===== config.mk =====
export PLATFORM = sky130hd
export DESIGN_NAME = note_scheduler
export DESIGN_NICKNAME = d
export VERILOG_FILES = /design/src/rtl/note_scheduler.sv
export SDC_FILE = /design/constraint.sdc
export NUM_CORES = 1
export LEC_CHECK = 0
export CAP_MARGIN = 20
export CELL_PAD_IN_SITES_DETAIL_PLACEMENT = 0
export CELL_PAD_IN_SITES_GLOBAL_PLACEMENT = 1
export CORE_UTILIZATION = 44
export CTS_BUF_LIST = sky130_fd_sc_hd__clkbuf_16
export CTS_CLUSTER_SIZE = 14
export DETAILED_ROUTE_END_ITERATION = 6
export GPL_TIMING_DRIVEN = 0
export PLACE_DENSITY = 0.9
export RECOVER_POWER = 100
export SLEW_MARGIN = 5
export SYNTH_ARGS = -nofsm -noshare
export SYNTH_HDL_FRONTEND = slang
export SYNTH_SLANG_ARGS = --single-unit
export TNS_END_PERCENT = 100

===== constraint.sdc =====
create_clock -name clk -period 3.2 [get_ports clk]
set_input_delay 0.64 -clock clk [delete_from_list [all_inputs] [get_ports clk]]
set_output_delay 0.64 -clock clk [all_outputs]
set_load 0.02 [all_outputs]

===== src/rtl/note_scheduler.sv =====
// Monophonic key arbiter: syncs/debounces NUM_KEYS keys, picks the sounding note by
// last-note priority and sequences the tone divider (load strobe, gate, release tail).

module key_debounce #(
    parameter int DEBOUNCE_CYCLES = 4
) (
    input  logic clk,
    input  logic rst,
    input  logic key,
    output logic db,
    output logic press,
    output logic rel
);
    localparam int CW = $clog2(DEBOUNCE_CYCLES + 1);

    logic          s1, s2, db_q;
    logic [CW-1:0] cnt;

    always_ff @(posedge clk) begin
        if (rst) begin
            s1   <= 1'b0;
            s2   <= 1'b0;
            db   <= 1'b0;
            db_q <= 1'b0;
            cnt  <= '0;
        end else begin
            s1   <= key;
            s2   <= s1;
            db_q <= db;
            if (s2 == db) begin
                cnt <= '0;
            end else if (cnt == CW'(DEBOUNCE_CYCLES - 1)) begin
                db  <= ~db;
                cnt <= '0;
            end else begin
                cnt <= cnt + 1'b1;
            end
        end
    end

    assign press = db & ~db_q;
    assign rel   = ~db & db_q;
endmodule

module note_scheduler #(
    parameter int NUM_KEYS        = 8,
    parameter int DIV_W           = 17,
    parameter int DEBOUNCE_CYCLES = 4,
    parameter int RELEASE_CYCLES  = 8,
    parameter logic [NUM_KEYS*DIV_W-1:0] PERIOD_TABLE = {
        17'd28408, 17'd30097, 17'd33783, 17'd37920,
        17'd42566, 17'd45097, 17'd50618, 17'd56817}
) (
    input  logic                        clk,
    input  logic                        rst,
    input  logic [NUM_KEYS-1:0]         keys,
    output logic [$clog2(NUM_KEYS)-1:0] active_key,
    output logic [DIV_W-1:0]            tone_period,
    output logic                        tone_load,
    output logic                        gate
);
    localparam int KW  = $clog2(NUM_KEYS);
    localparam int RCW = $clog2(RELEASE_CYCLES + 1);

    typedef enum logic [1:0] {IDLE, LOAD, PLAY, RELEASE} state_t;

    state_t               state, next_state;
    logic [NUM_KEYS-1:0]  db, press, rel;
    logic [RCW-1:0]       rel_cnt;
    logic [KW-1:0]        next_key;
    logic                 load;

    for (genvar k = 0; k < NUM_KEYS; k++) begin : g_key
        key_debounce #(.DEBOUNCE_CYCLES(DEBOUNCE_CYCLES)) u_db (
            .clk  (clk),
            .rst  (rst),
            .key  (keys[k]),
            .db   (db[k]),
            .press(press[k]),
            .rel  (rel[k])
        );
    end

    function automatic logic [KW-1:0] lowest(input logic [NUM_KEYS-1:0] v);
        lowest = '0;
        for (int i = NUM_KEYS - 1; i >= 0; i--)
            if (v[i]) lowest = KW'(i);
    endfunction

    always_comb begin
        next_state = state;
        next_key   = active_key;
        load       = 1'b0;
        case (state)
            IDLE: begin
                if (|press) begin
                    next_state = LOAD;
                    next_key   = lowest(press);
                    load       = 1'b1;
                end
            end
            // LOAD shares PLAY's decisions so a release landing in the strobe cycle is not lost.
            LOAD, PLAY: begin
                next_state = PLAY;
                if (|press) begin
                    next_state = LOAD;
                    next_key   = lowest(press);
                    load       = 1'b1;
                end else if (rel[active_key]) begin
                    if (|db) begin
                        next_state = LOAD;
                        next_key   = lowest(db);
                        load       = 1'b1;
                    end else begin
                        next_state = RELEASE;
                    end
                end
            end
            RELEASE: begin
                if (|press) begin
                    next_state = LOAD;
                    next_key   = lowest(press);
                    load       = 1'b1;
                end else if (rel_cnt == '0) begin
                    next_state = IDLE;
                end
            end
            default: next_state = IDLE;
        endcase
    end

    always_ff @(posedge clk) begin
        if (rst) begin
            state       <= IDLE;
            active_key  <= '0;
            tone_period <= '0;
            rel_cnt     <= '0;
        end else begin
            state <= next_state;
            if (load) begin
                active_key  <= next_key;
                tone_period <= PERIOD_TABLE[int'(next_key)*DIV_W +: DIV_W];
            end
            if (next_state == RELEASE && state != RELEASE)
                rel_cnt <= RCW'(RELEASE_CYCLES - 1);
            else if (state == RELEASE && rel_cnt != '0)
                rel_cnt <= rel_cnt - 1'b1;
        end
    end

    assign tone_load = (state == LOAD);
    assign gate      = (state != IDLE);
endmodule


==> results of run 1 <==
[area by class of cell]
cell class | instances | area [µm²]
plain buffers | 17 | 101.3
clock buffers | 9 | 225.2
clock inverters | 6 | 62.56
fillers | 705 | 3457
inverters | 29 | 116.4
multi-input cells | 249 | 1727
flip-flops and latches | 79 | 1584
well taps | 102 | 127.6
repair buffers | 34 | 326.6
[critical path, cell delays in order (launching register included)]
cell	delay [ps]
sky130_fd_sc_hd__dfxtp_1	470
sky130_fd_sc_hd__mux4_2	600
sky130_fd_sc_hd__a32oi_4	260
sky130_fd_sc_hd__buf_4	170
sky130_fd_sc_hd__mux2_4	310
sky130_fd_sc_hd__a22oi_4	270
sky130_fd_sc_hd__clkinv_2	170
sky130_fd_sc_hd__ha_1	260
sky130_fd_sc_hd__and2_4	150
sky130_fd_sc_hd__a21oi_1	140
sky130_fd_sc_hd__a211oi_2	80
[worst paths after layout]
| path | startpoint | endpoint | slack (ps) | cells after the start |
|---|---|---|---|---|
| max | active_key[0]$_SDFFE_PP0P_ | tone_period[11]$_SDFFE_PP0P_ | 160 | 10 |
| min | g_key[4].u_db.cnt[0]$_SDFF_PP0_ | g_key[4].u_db.cnt[0]$_SDFF_PP0_ | 420 | 1 |
| max reg2reg | active_key[0]$_SDFFE_PP0P_ | tone_period[11]$_SDFFE_PP0P_ | 160 | 10 |
| min reg2reg | g_key[4].u_db.cnt[0]$_SDFF_PP0_ | g_key[4].u_db.cnt[0]$_SDFF_PP0_ | 420 | 1 |
[flip-flops by register name (all words and copies together), names as in the netlist]
register / count
active_key: 3
g_key.u_db.cnt: 24
g_key.u_db.db: 8
g_key.u_db.db_q: 8
g_key.u_db.s1: 8
g_key.u_db.s2: 8
rel_cnt: 4
state: 2
tone_period: 14
[per-layer routing]
layer | vias to the layer above | wire, µm | global-route usage
met2 | 31 | 3061 | 0.2841
met3 | 10 | 167 | 0.03099
li1 | 1314 | - | -
met4 | 0 | 109 | 0.07011
met5 | - | 0 | 0
met1 | 1167 | 3060 | 0.2067
[power groups by stage]
stage | clock network, W | registers (W) | logic, W
after floorplan | 0 | 0.00102 | 0.0000276
after global placement | 0 | 0.00102 | 0.0000476
after detailed placement | 0 | 0.00102 | 0.0000488
after CTS | 0.000997 | 0.00100 | 0.0000490
after global routing | 0.00103 | 0.00100 | 0.0000541
final | 0.000979 | 0.00100 | 0.0000477
[what timing repair did]
| item | in CTS | in global routing |
|---|---|---|
| resized for setup | 1 | 4 |
| setup endpoints to repair | 2 | 6 |
| pin swaps | 0 | 2 |
| buffers inserted | 0 | 4 |
[cells in the final DEF (no fill, tap or decap), types with 4 or more instances in the layout]
| master | instances |
|---|---|
| sky130_fd_sc_hd__nand2_1 | 19 |
| sky130_fd_sc_hd__nor2b_1 | 34 |
| sky130_fd_sc_hd__nand2b_1 | 7 |
| sky130_fd_sc_hd__nor2_1 | 60 |
| sky130_fd_sc_hd__clkdlybuf4s50_1 | 8 |
| sky130_fd_sc_hd__dfxtp_1 | 77 |
| sky130_fd_sc_hd__o21ai_1 | 4 |
| sky130_fd_sc_hd__dlygate4sd3_1 | 22 |
| sky130_fd_sc_hd__mux2i_1 | 13 |
| sky130_fd_sc_hd__xnor2_1 | 10 |
| sky130_fd_sc_hd__clkbuf_16 | 9 |
| sky130_fd_sc_hd__o21ai_0 | 13 |
| sky130_fd_sc_hd__ha_1 | 29 |
| sky130_fd_sc_hd__inv_1 | 26 |
| sky130_fd_sc_hd__a21oi_1 | 14 |
| sky130_fd_sc_hd__clkbuf_1 | 7 |
| sky130_fd_sc_hd__or3_1 | 9 |
| sky130_fd_sc_hd__buf_4 | 8 |
| sky130_fd_sc_hd__a211oi_1 | 4 |
[kinds of logic (layout without fill, tap and decap cells)]
logic type / Yosys count / count (layout) / synth area share
other cells: 1 / 1 / 0.001069
mux: 17 / 17 / 0.05851
flops: 79 / 79 / 0.4509
fa+ha+maj: 29 / 29 / 0.1035
xor+xnor: 10 / 10 / 0.02497
simple gates: 142 / 142 / 0.2005
compound gates: 50 / 50 / 0.09847
buf+inv: 46 / 95 / 0.06207
[metrics by stage]
| stage | hold WS (ps) | area [µm²] | power (W) | utilization |
|---|---|---|---|---|
| 5_1_grt | 438.6 | 4270 | 0.002090 | 0.5526 |
| 3_3_place_gp | 406.2 | 3935 | 0.001070 | 0.5092 |
| 3_5_place_dp | 412.7 | 3935 | 0.001072 | 0.5092 |
| 4_1_cts | 422.6 | 4229 | 0.002047 | 0.5473 |
| 6_report | 415.5 | 4270 | 0.002029 | 0.5526 |
| 2_1_floorplan | 399.0 | 3507 | 0.001050 | - |
==> results.md, run 1 <==
- TritonCTS built the clock tree.
- The final layout contains routed wiring with a total length of 6.399 mm.
- The internal power is 0.001615 W.
- Sorting the synthesized cells by area gives the leading types as sky130_fd_sc_hd__dfxtp_1, sky130_fd_sc_hd__ha_1, sky130_fd_sc_hd__nor2_1, sky130_fd_sc_hd__nor2b_1, sky130_fd_sc_hd__mux2i_1.
- The worst setup path is captured at a flop.
- The clock root buffer master is sky130_fd_sc_hd__clkbuf_16.
- The number of buffer cells added on primary ports is 30.
- The final-report hold violation count came to 0.
- The run finished with clean final reports.
- STA classifies the critical path startpoint as a flop.
- The half-perimeter wire length after placement is approximately 4.5 mm.
- The number of non-filler instances in the completed layout is 525.
- The total of warnings raised by yosys is 0.
- The total CTS buffers is 9.
- Summed over all instances, the cell type with the most area after synthesis is sky130_fd_sc_hd__dfxtp_1.
- The initial detailed-routing violation count is approximately 120.
- The top flip-flop cell by instance count after synthesis is sky130_fd_sc_hd__dfxtp_1.
- The area of the core is 7727 µm².
- The class of the tightest hold or removal check is reg2reg.
- For this configuration, the core starts out at a cell density of 0.4539.
- Once placement completed, the tool counted placed cells totaling 506.
- The maximum clock frequency is 328.8 MHz.
- The first detailed-routing pass took 5 iterations.
- The total of hold buffers inserted after clock tree synthesis is 0.
- Setup repair after global routing left no endpoint under its margin.
- The clock passes through at most 2 buffers.
- The final net count is 458.
- The synthesized design contains 0 enable-type register cells.
- The worst setup slack after placement is -12.14 ps.
- At the end of routability-driven placement, the weighted congestion stood at 0.7799.
- For this design the static power due to leakage is 1.850 nW.
- The fraction of final layout cells with drive strength greater than 1 is 0.1040.
- The worst slew slack as a fraction of its limit is 0.6031.
- The floorplan has 32 rows.
- The total global routing track utilization is 0.1669.
- The synthesized area per cell is 9.377 µm².
- The clock reaches the later pin of the worst-skew pair after 330 ps.
- Of all nets on the critical path, the largest fanout is 7.
- The die area is between 8000 and 9000 µm².
- After detailed routing, the average wire length per cell comes to 12.19 µm.
- The routed layout has 2522 vias.
- Of the total power, the clock network draws 0.483.
- The switching portion of total power is 0.2040.
- The first global-routing pass estimated between 10 and 15 mm of wire.
- Of the total power, combinational logic draws 0.024.
- The number of cells produced by synthesis is 374.
- The H-tree was split into 3 levels.
- The number of global-route vias before repair is 2433.
- The antenna diode count is 0.
- The power density over the cells is 475.1 nW/µm².
- The number of endpoints failing setup at the final stage is 0.
- The net load switching power is 0.0004138 W.
- The die boundary width is 91.28 µm.
- The setup TNS is 0 ps.
- The detail-routed via count per cell is 4.804.
- The global route total overflow is 0.
- The share of total power dissipated in sequential elements is 0.494.
- Counting flops and latches in the post-synthesis netlist gives roughly 80.
- In this run, distinct cell masters in the synthesized netlist total 49.
- The CTS clock-pin slew for the worst setup and hold paths is about 60 ps.
- By count the netlist is led by sky130_fd_sc_hd__dfxtp_1, sky130_fd_sc_hd__nor2_1, sky130_fd_sc_hd__nor2b_1.
- Counting I/O delays and the setup requirement, the final critical path takes 3041 ps.
- The arrival time reported for the critical path endpoint is 3230 ps.
- The synthesized cell area is 3507 µm².
- The worst setup slack after layout is 158.9 ps.
- Across the VDD grid, the largest voltage drop is approximately 0.48 mV.
- The cell with the most instances after synthesis is sky130_fd_sc_hd__dfxtp_1.
- Across the run, the number of max-cap violations was 0.
- The initial antenna violation count is 0.
- The max-slew violation count is 0.
- For the pin with the worst max-slew slack, the measured transition is 595.4 ps.
- The critical path is of the reg2reg type.
- After detailed routing, the number of remaining DRC violations is 0.
- For this run, the register share of the synthesized area comes to 0.4509.
- The count of nets left with antenna violations once routing finished came out at 0.
- 32 I/O pins were placed.
- The proportion of register bits with asynchronous set or reset after synthesis is 0.
- The area growth from synthesis to layout is 21.76%.
- In the finished design, the share of the clock period the worst path needs comes to 0.9503.
- Entering global routing, the biggest net connects 14 pins.
- The data required time of the worst path is 3390 ps.
- The share of the synthesized area in the top cell type is 0.4509.
- The y dimension of the die is approximately 91 µm.
- The clock drives 79 sinks.
- For the final database, setup skew stands at 8.008 ps.
- The number of nets in the synthesized netlist is around 410.
No activity file was read; power rests on OpenSTA's default activity.
==> run 2, diff against run 1 <==
CORE_MARGIN = 2   (was unset)
==> run 2 against run 1 <==
Non-clock buffer count shrank 2; final cell count down 0.19%; worst hold slack about the same; total power fell by 0.36%; critical path depth down 1.
==> results.md, run 2 (synthesis gave the netlist of run 1 again) <==
- The run finished with clean final reports.
- The die area is between 8000 and 9000 µm².
- The y dimension of the die is 93.28 µm.
- Including well taps, the total number of placed cells is 506.
- The worst setup path is of the reg2reg kind.
- The area of the core is 7727 µm².
- The CTS clock-pin slew for the worst setup and hold paths is 50 ps.
- The path with the worst hold slack has its endpoint at g_key[4].u_db.cnt[0]$_SDFF_PP0_.
- The cell row count is 32.
- The worst hold path begins at g_key[4].u_db.cnt[0]$_SDFF_PP0_.
- The data required time of the worst path is 3450 ps.
- The initial antenna violation count came to 0.
- The start of the worst register-to-register path is active_key[1]$_SDFFE_PP0P_.
- The remaining design rule violation count is 0.
- Clock tree synthesis found a total of 79 sinks.
- The first-pass iteration count of the detailed router is 4.
- The power density over the cells is about 470 nW/µm².
- The worst setup path is captured at a flop.
- VDD sags by at most 0.2824 mV.
- The final-report hold violation count is 0.
- The growth of design area from synthesis to finish is 21.44%.
- The maximum clock frequency is 332.1 MHz.
- The number of non-filler instances in the completed layout is about 520.
- The number of global-route vias before repair is around 2400.
- The setup TNS is 0 ps.
- The global route total overflow is 0.
- The largest registers in the layout are g_key.u_db.cnt: 24 flops, tone_period: 14 flops.
- Counting instances, the worst hold path has a depth of 1.
- The effective utilization at floorplan is 0.4539.
- The number of clock buffers added by TritonCTS is 9.
- The flip-flop count of the largest register, all copies and words added is 24.
- The die boundary width is 93.28 µm.
- The fraction of final layout cells with drive strength greater than 1 is 0.1066.
- The clock latency of the later-clocked register in the worst-skew pair is ~330 ps.
- The largest fanout on the critical path is 6.
- Input and output buffers added on the ports amount to 30.
- Entering global routing, the biggest net connects 14 pins.
- The number of endpoints failing setup at the final stage is 0.
- The tool flagged a number of max-cap violations equal to 0.
- The antenna diode count is 0.
- The most common library cell in the layout ignoring fill and taps is sky130_fd_sc_hd__dfxtp_1.
- Across the routed clock network, the largest skew measured is 3.543 ps.
- For the pin with the worst max-slew slack, the measured transition is 580.4 ps.
- Leaving out fill and tap cells, the most frequent cells in the layout are sky130_fd_sc_hd__dfxtp_1, sky130_fd_sc_hd__nor2_1, sky130_fd_sc_hd__nor2b_1.
- The clock root buffer master is sky130_fd_sc_hd__clkbuf_16.
- The final critical-path share of the clock period is 0.9409.
- The total global routing track utilization is 0.1546.
- The max-slew violation count is 0.
- The post-route core utilization is 0.5512.
- The TritonCTS clock tree is yes.
- The worst setup slack after layout is ~190 ps.
- The clock passes through at most 2 buffers.
- The number of fill cells is 697.
- The H-tree was split into 3 levels.
- The worst setup path is launched from a flop.
- After layout, the minimum clock period comes to 3011 ps.
- Using the TritonRoute via totals, the vias-per-cell ratio works out to 4.788.
- The final-layout worst hold slack is just over 400 ps.
- The endpoint identified for the worst register-to-register timing path is tone_period[3]$_SDFFE_PP0P_.
- The final net count is 456.
- Dividing the detail-routed wire length by the instance count gives between 10 and 15 µm.
- In this run the remaining antenna-violating nets after routing total 0.
- STA puts the critical path data arrival time at 3270 ps.
- At the end of routability-driven placement, the weighted congestion stood at approximately 0.83.
- Summed over all layers, the routed wires come to between 6 and 7 mm.
- The cell count of the worst reg-to-reg path is 9.
- The multi-input combinational cells in the finished layout cover a total of 1725 µm².
- The path class of the tightest hold or removal check is reg2reg.
- More flip-flops sit in one register than any other, and that register is g_key.u_db.cnt.
- After legalization and detailed placement, the total HPWL measured 4.507 mm.
- After clock tree synthesis, the flow added hold-fix buffers numbering 0.
- The analysis attributes to cell leakage a power of between 1.5 and 2 nW.
- The combined flip-flop and latch cell area is roughly 1600 µm².
- The first routing iteration left between 90 and 100 violations.
- The first global-routing pass estimated 10.63 mm of wire.
- The detailed router placed 2509 vias in this run.
- Setup slack on the worst reg-to-reg path comes out at between 150 and 200 ps.
- 32 I/O pins were placed.
- The worst setup slack after placement is 31.44 ps.
- The worst slew slack as a fraction of its limit is 0.6131.
## run 2: report_power, final
part	internal, W	total, W	switching (W)
logic	0.0000226	0.0000473	0.0000247
clock network	0.000597	0.000973	0.000375
registers	0.000996	0.00100	0.00000508
## run 2: stage by stage
stage	cell area (µm²)	power, W
after global routing	4259	0.002094
after detailed placement	3935	0.001072
after global placement	3935	0.001070
after CTS	4224	0.002048
final	4259	0.002021
after floorplan	3507	0.001050
## run 2: area by class of cell
cell class                      instances  share of cell area
Buffer                                 17             0.02380
Clock buffer                            9             0.05288
Clock inverter                          7             0.01498
Inverter                               29             0.02732
Multi-Input combinational cell        249              0.4051
Sequential cell                        79              0.3719
Tap cell                              102             0.02996
Timing Repair Buffer                   32             0.07403
## run 2: metal layers
| layer | global-route usage | wire length, µm |
|---|---|---|
| met4 | 0.06863 | 122 |
| met5 | 0 | 0 |
| met2 | 0.2542 | 2929 |
| met3 | 0.03143 | 175 |
| met1 | 0.1957 | 2969 |
## run 2: worst max-delay path, stage by stage (launching register included)
cell and delay (ps):
sky130_fd_sc_hd__dfxtp_1 490, sky130_fd_sc_hd__mux4_2 620, sky130_fd_sc_hd__a32oi_4 300, sky130_fd_sc_hd__mux2_4 330
sky130_fd_sc_hd__a22oi_2 300, sky130_fd_sc_hd__clkinv_2 180, sky130_fd_sc_hd__ha_1 340, sky130_fd_sc_hd__nor2_1 170
sky130_fd_sc_hd__o21ai_1 80, sky130_fd_sc_hd__a21oi_1 140
## run 2: worst max path at each step
stage                                              to  cells after the start  slack, ps                          start
after floorplan           tone_period[3]$_SDFFE_PP0P_                      9        330     active_key[0]$_SDFFE_PP0P_
after global placement    tone_period[3]$_SDFFE_PP0P_                     11         10  g_key[5].u_db.db$_SDFFE_PP0P_
after detailed placement  tone_period[3]$_SDFFE_PP0P_                     11         30  g_key[5].u_db.db$_SDFFE_PP0P_
after CTS                 tone_period[3]$_SDFFE_PP0P_                     11          2  g_key[5].u_db.db$_SDFFE_PP0P_
after global routing      tone_period[3]$_SDFFE_PP0P_                      9        -10     active_key[1]$_SDFFE_PP0P_
final                     tone_period[3]$_SDFFE_PP0P_                      9        190     active_key[1]$_SDFFE_PP0P_
## run 2: what timing repair did
item | in CTS | in global routing
buffers inserted | 0 | 2
resized for setup | 0 | 4
hold endpoints to repair | 0 | 0
endpoints found under the setup margin | 0 | 11
==> run 3, diff against run 2 <==
CORE_UTILIZATION = 45   (was 44)
CTS_BUF_LIST = unset   (was sky130_fd_sc_hd__clkbuf_16)
SYNTH_HIERARCHICAL = 1   (was unset)
==> run 3 against run 2 <==
The run now ends with capacitance limit, slew limit left; via count shrank 0.36%; sequential power is essentially flat; cell area shrank 2.1%; die area is essentially flat; core utilization shrank 1.2 points; area after synthesis grew 2.3%; maximum frequency grew 5.7%; synthesized cell count shrank 7.8%; flip-flop and latch count is the same; largest cell class unchanged.
==> results.md, run 3 <==
- The flip-flop count of the largest register, all copies and words added is 24.
- The TritonCTS clock tree is yes.
- The type of element capturing the critical path is a flop.
- The kind of start point of the critical path is a flop.
- The proportion of register bits with asynchronous set or reset after synthesis is 0.
- The first global-routing pass estimated 10.73 mm of wire.
- The design draws between 0.0015 and 0.002 W.
- The share of the synthesized area in the top cell type is 0.4407.
- The growth of design area from synthesis to finish is 16.14%.
- The run finished, with violations left.
- The largest stage delay on the critical path is 570 ps.
- For the worst-skew pair, the clock arrives at the later sink with an insertion delay of 350 ps.
- Across the whole layout, storage elements account for ~1600 µm².
- The clock passes through at most 2 buffers.
- The checks that failed: capacitance limit, slew limit.
- The total wire length after detailed routing is 6.098 mm.
- After detailed routing, the average wire length per cell comes to 12.34 µm.
- Entering global routing, the biggest net connects 50 pins.
- The initial detailed-routing violation count is 84.
- The initialized floorplan defines 32 standard-cell rows.
- The total of warnings raised by yosys is 6.
- Yosys attributes the largest share of cell area to sky130_fd_sc_hd__dfxtp_1, sky130_fd_sc_hd__ha_1, sky130_fd_sc_hd__nor2b_1, sky130_fd_sc_hd__nor4b_2, sky130_fd_sc_hd__mux2i_1.
- The number of maximum-capacitance constraint violations is 1.
- The worst hold path belongs to the class reg2reg.
- The half-perimeter wire length after placement is between 4 and 5 mm.
- At the end of routability-driven placement, the weighted congestion stood at 0.7826.
- The worst pin sits at a relative slew slack of -0.3368.
- The worst setup slack after layout is 352.3 ps.
- Summing all non-filler instances in the final layout gives an area of 4168 µm².
- The maximum clock frequency is 351.2 MHz.
- In the final timing run, aggregate negative setup slack is 0 ps.
- The effective utilization at floorplan is 0.4644.
- Once the clock tree was built, the setup fixing pass inserted 0 buffers.
- The count of buffer and inverter cells on the critical path is 1.
- The leakage power is 1.654 nW.
- The first-pass iteration count of the detailed router is 4.
- The arrival time reported for the critical path endpoint is 3140 ps.
- The synthesized design contains 0 enable-type register cells.
- The max-slew violation count was 50.
- In the global route stage, overall resource usage came out at 0.1534.
- The library cells used most frequently in the layout, excluding fill and tap cells, are sky130_fd_sc_hd__dfxtp_1, sky130_fd_sc_hd__nor2b_1, sky130_fd_sc_hd__ha_1.
- Counting flops and latches in the post-synthesis netlist gives 79.
- The top flip-flop cell by instance count after synthesis is sky130_fd_sc_hd__dfxtp_1.
- The clock root buffer master is sky130_fd_sc_hd__clkbuf_8.
- The detail-routed via count per cell is 5.061.
- The final-report hold violation count is 0.
- Traced cell by cell, the critical path runs through and2b_1, mux2i_1, a22oi_1, nand3_4, a21oi_1, o311ai_4, inv_1, ha_1, a31oi_1, o221a_1.
- After detailed routing, the number of remaining DRC violations is 0.
- In the final layout, the registers with the most flip-flops are g_key.u_db/cnt: 24 flops, tone_period: 14 flops.
- The worst setup slack after placement is 261.7 ps.
- The number of global-route vias before repair is 2445.
- The via total after detailed routing is 2500.
- The area taken by multi-input logic gates is 1802 µm².
- CTS built an H-tree with a depth of 3.
- The critical path class is reg2reg.
- Dividing total power by cell area gives a power density of 444.6 nW/µm².
- The final critical-path share of the clock period is 0.8899.
- The fraction of final layout cells with drive strength greater than 1 is 0.08418.
- The library cell used most frequently in the layout, excluding fill and tap cells, is sky130_fd_sc_hd__dfxtp_1.
- By count the netlist is led by sky130_fd_sc_hd__dfxtp_1, sky130_fd_sc_hd__nor2b_1, sky130_fd_sc_hd__ha_1.
- The count of distinct cell types in the synthesized netlist is 57.
- The number of fill cells is 708.
- The library cell occupying the most area in the post-synthesis netlist is sky130_fd_sc_hd__dfxtp_1.
- Clock-pin slew was measured on the worst setup and hold paths at about 80 ps.
- The total of hold buffers inserted after clock tree synthesis is 0.
- The global route total overflow is 0.
- The worst clock skew on the final layout is 11.96 ps.
- The initial antenna violation count is 0.
- The cell with the most instances after synthesis is sky130_fd_sc_hd__dfxtp_1.
- After technology mapping, the gate count stands at 345.
- The number of buffer cells added on primary ports is 30.
- The final layout contains 426 nets.
- The number of antenna diodes in the final layout is 0.
- The number of clock sinks is 79.
- Grouping stages by cell kind, the critical path spends the most delay in compound AO/OA/AOI/OAI gates.
- The sequential fraction of the synthesis area is 0.4407.
- The total CTS buffers is 9.
- The largest register by flop count is g_key.u_db/cnt.
- Setup violations remaining at the end of the flow were counted as 0.
- After floorplanning, the core was sized to cover around 7700 µm².
- The largest fanout on the critical path is 8.
- The peak supply drop is 0.4082 mV.
- The actual transition at the worst max-transition pin is ~2000 ps.
- The number of placed I/O pins is 32.
- The placement-stage cell area is a little over 4000 µm².
- The synthesized netlist occupies a cell area of 3588 µm².
- The die area is 8705 µm².
- Data on the critical path is required at its endpoint by 3490 ps.
- The net count of the mapped netlist is 384.
- In this run the horizontal extent of the chip is 93.30 µm.
- The detail route stage leaves a number of antenna-violating nets equal to 0.
- The slowest stage of the critical path belongs to the cell sky130_fd_sc_hd__a22oi_1.
- A synthesized cell averages 10.40 µm².
- The y dimension of the die is 93.30 µm.
- The shortest clock period the worst path allows after layout is 2848 ps.
- Setup repair after global routing left no endpoint under its margin.
==> run 3: cell types whose count changed in the layout (fill, tap and decap cells not counted), sizes merged, moves of 8 or more <==
cell	previous run	this run
nor4b	0	8
or3	9	1
nor4	2	20
o21ai	17	9
and2b	0	8
nor2	60	25
==> run 3: worst paths after layout <==
path,from,endpoint,slack (ps),cells past startpoint
setup / recovery,g_key[1].u_db/db$_SDFFE_PP0P_,tone_period[0]$_SDFFE_PP0P_,350,10
hold / removal,g_key[1].u_db/cnt[0]$_SDFF_PP0_,g_key[1].u_db/cnt[0]$_SDFF_PP0_,430,1
hold reg to reg,g_key[1].u_db/cnt[0]$_SDFF_PP0_,g_key[1].u_db/cnt[0]$_SDFF_PP0_,430,1
setup reg to reg,g_key[1].u_db/db$_SDFFE_PP0P_,tone_period[0]$_SDFFE_PP0P_,350,10
==> run 3: timing repair <==
action                     CTS  global route
gates resized for setup      0             1
setup endpoints to repair    0             2
hold endpoints to repair     0             0
==> run 3: kinds of logic after synthesis <==
kind of cell | count (synthesis) | share of synthesized area
flip-flops | 79 | 0.4407
XOR/XNOR | 10 | 0.02441
buffers and inverters | 30 | 0.03801
AND/OR/NAND/NOR | 131 | 0.2361
other | 1 | 0.001045
AO/OA/AOI/OAI | 53 | 0.1238
adder cells (fa/ha/maj) | 29 | 0.1011
multiplexers | 12 | 0.03487
==> run 3: routing by layer <==
| layer | up-vias | part of all wire | wire length [µm] | GRT usage |
|---|---|---|---|---|
| met3 | 5 | 0.023 | 139 | 0.03626 |
| met2 | 25 | 0.47 | 2839 | 0.2470 |
| met5 | - | 0 | 0 | 0 |
| met4 | 0 | 0.012 | 74 | 0.07108 |
| li1 | 1292 | - | - | - |
| met1 | 1178 | 0.50 | 3044 | 0.1941 |
==> run 3: area by class of cell <==
| class | instances | share of cell area |
|---|---|---|
| clock inverters | 5 | 0.01951 |
| plain buffers | 8 | 0.01291 |
| inverters | 22 | 0.01981 |
| repair buffers | 31 | 0.07145 |
| multi-input cells | 236 | 0.4323 |
| clock buffers | 11 | 0.03392 |
| well taps | 102 | 0.03062 |
| flip-flops and latches | 79 | 0.3795 |
==> run 3: per-stage QoR <==
stage / cells / util / hold WS [ps]
after floorplan: 345 / - / 403.7
after global placement: 477 / 0.5198 / 414.9
after detailed placement: 478 / 0.5217 / 421.1
after CTS: 494 / 0.5505 / 434.2
after global routing: 494 / 0.5393 / 463.5
final: 494 / 0.5393 / 430.6
==> run 3: report_power, final <==
group,internal (W),total (W),switching (W)
sequential,0.000995,0.00100,0.00000531
clock,0.000461,0.000807,0.000346
combinational,0.0000212,0.0000458,0.0000247
total,0.00148,0.00185,0.000376
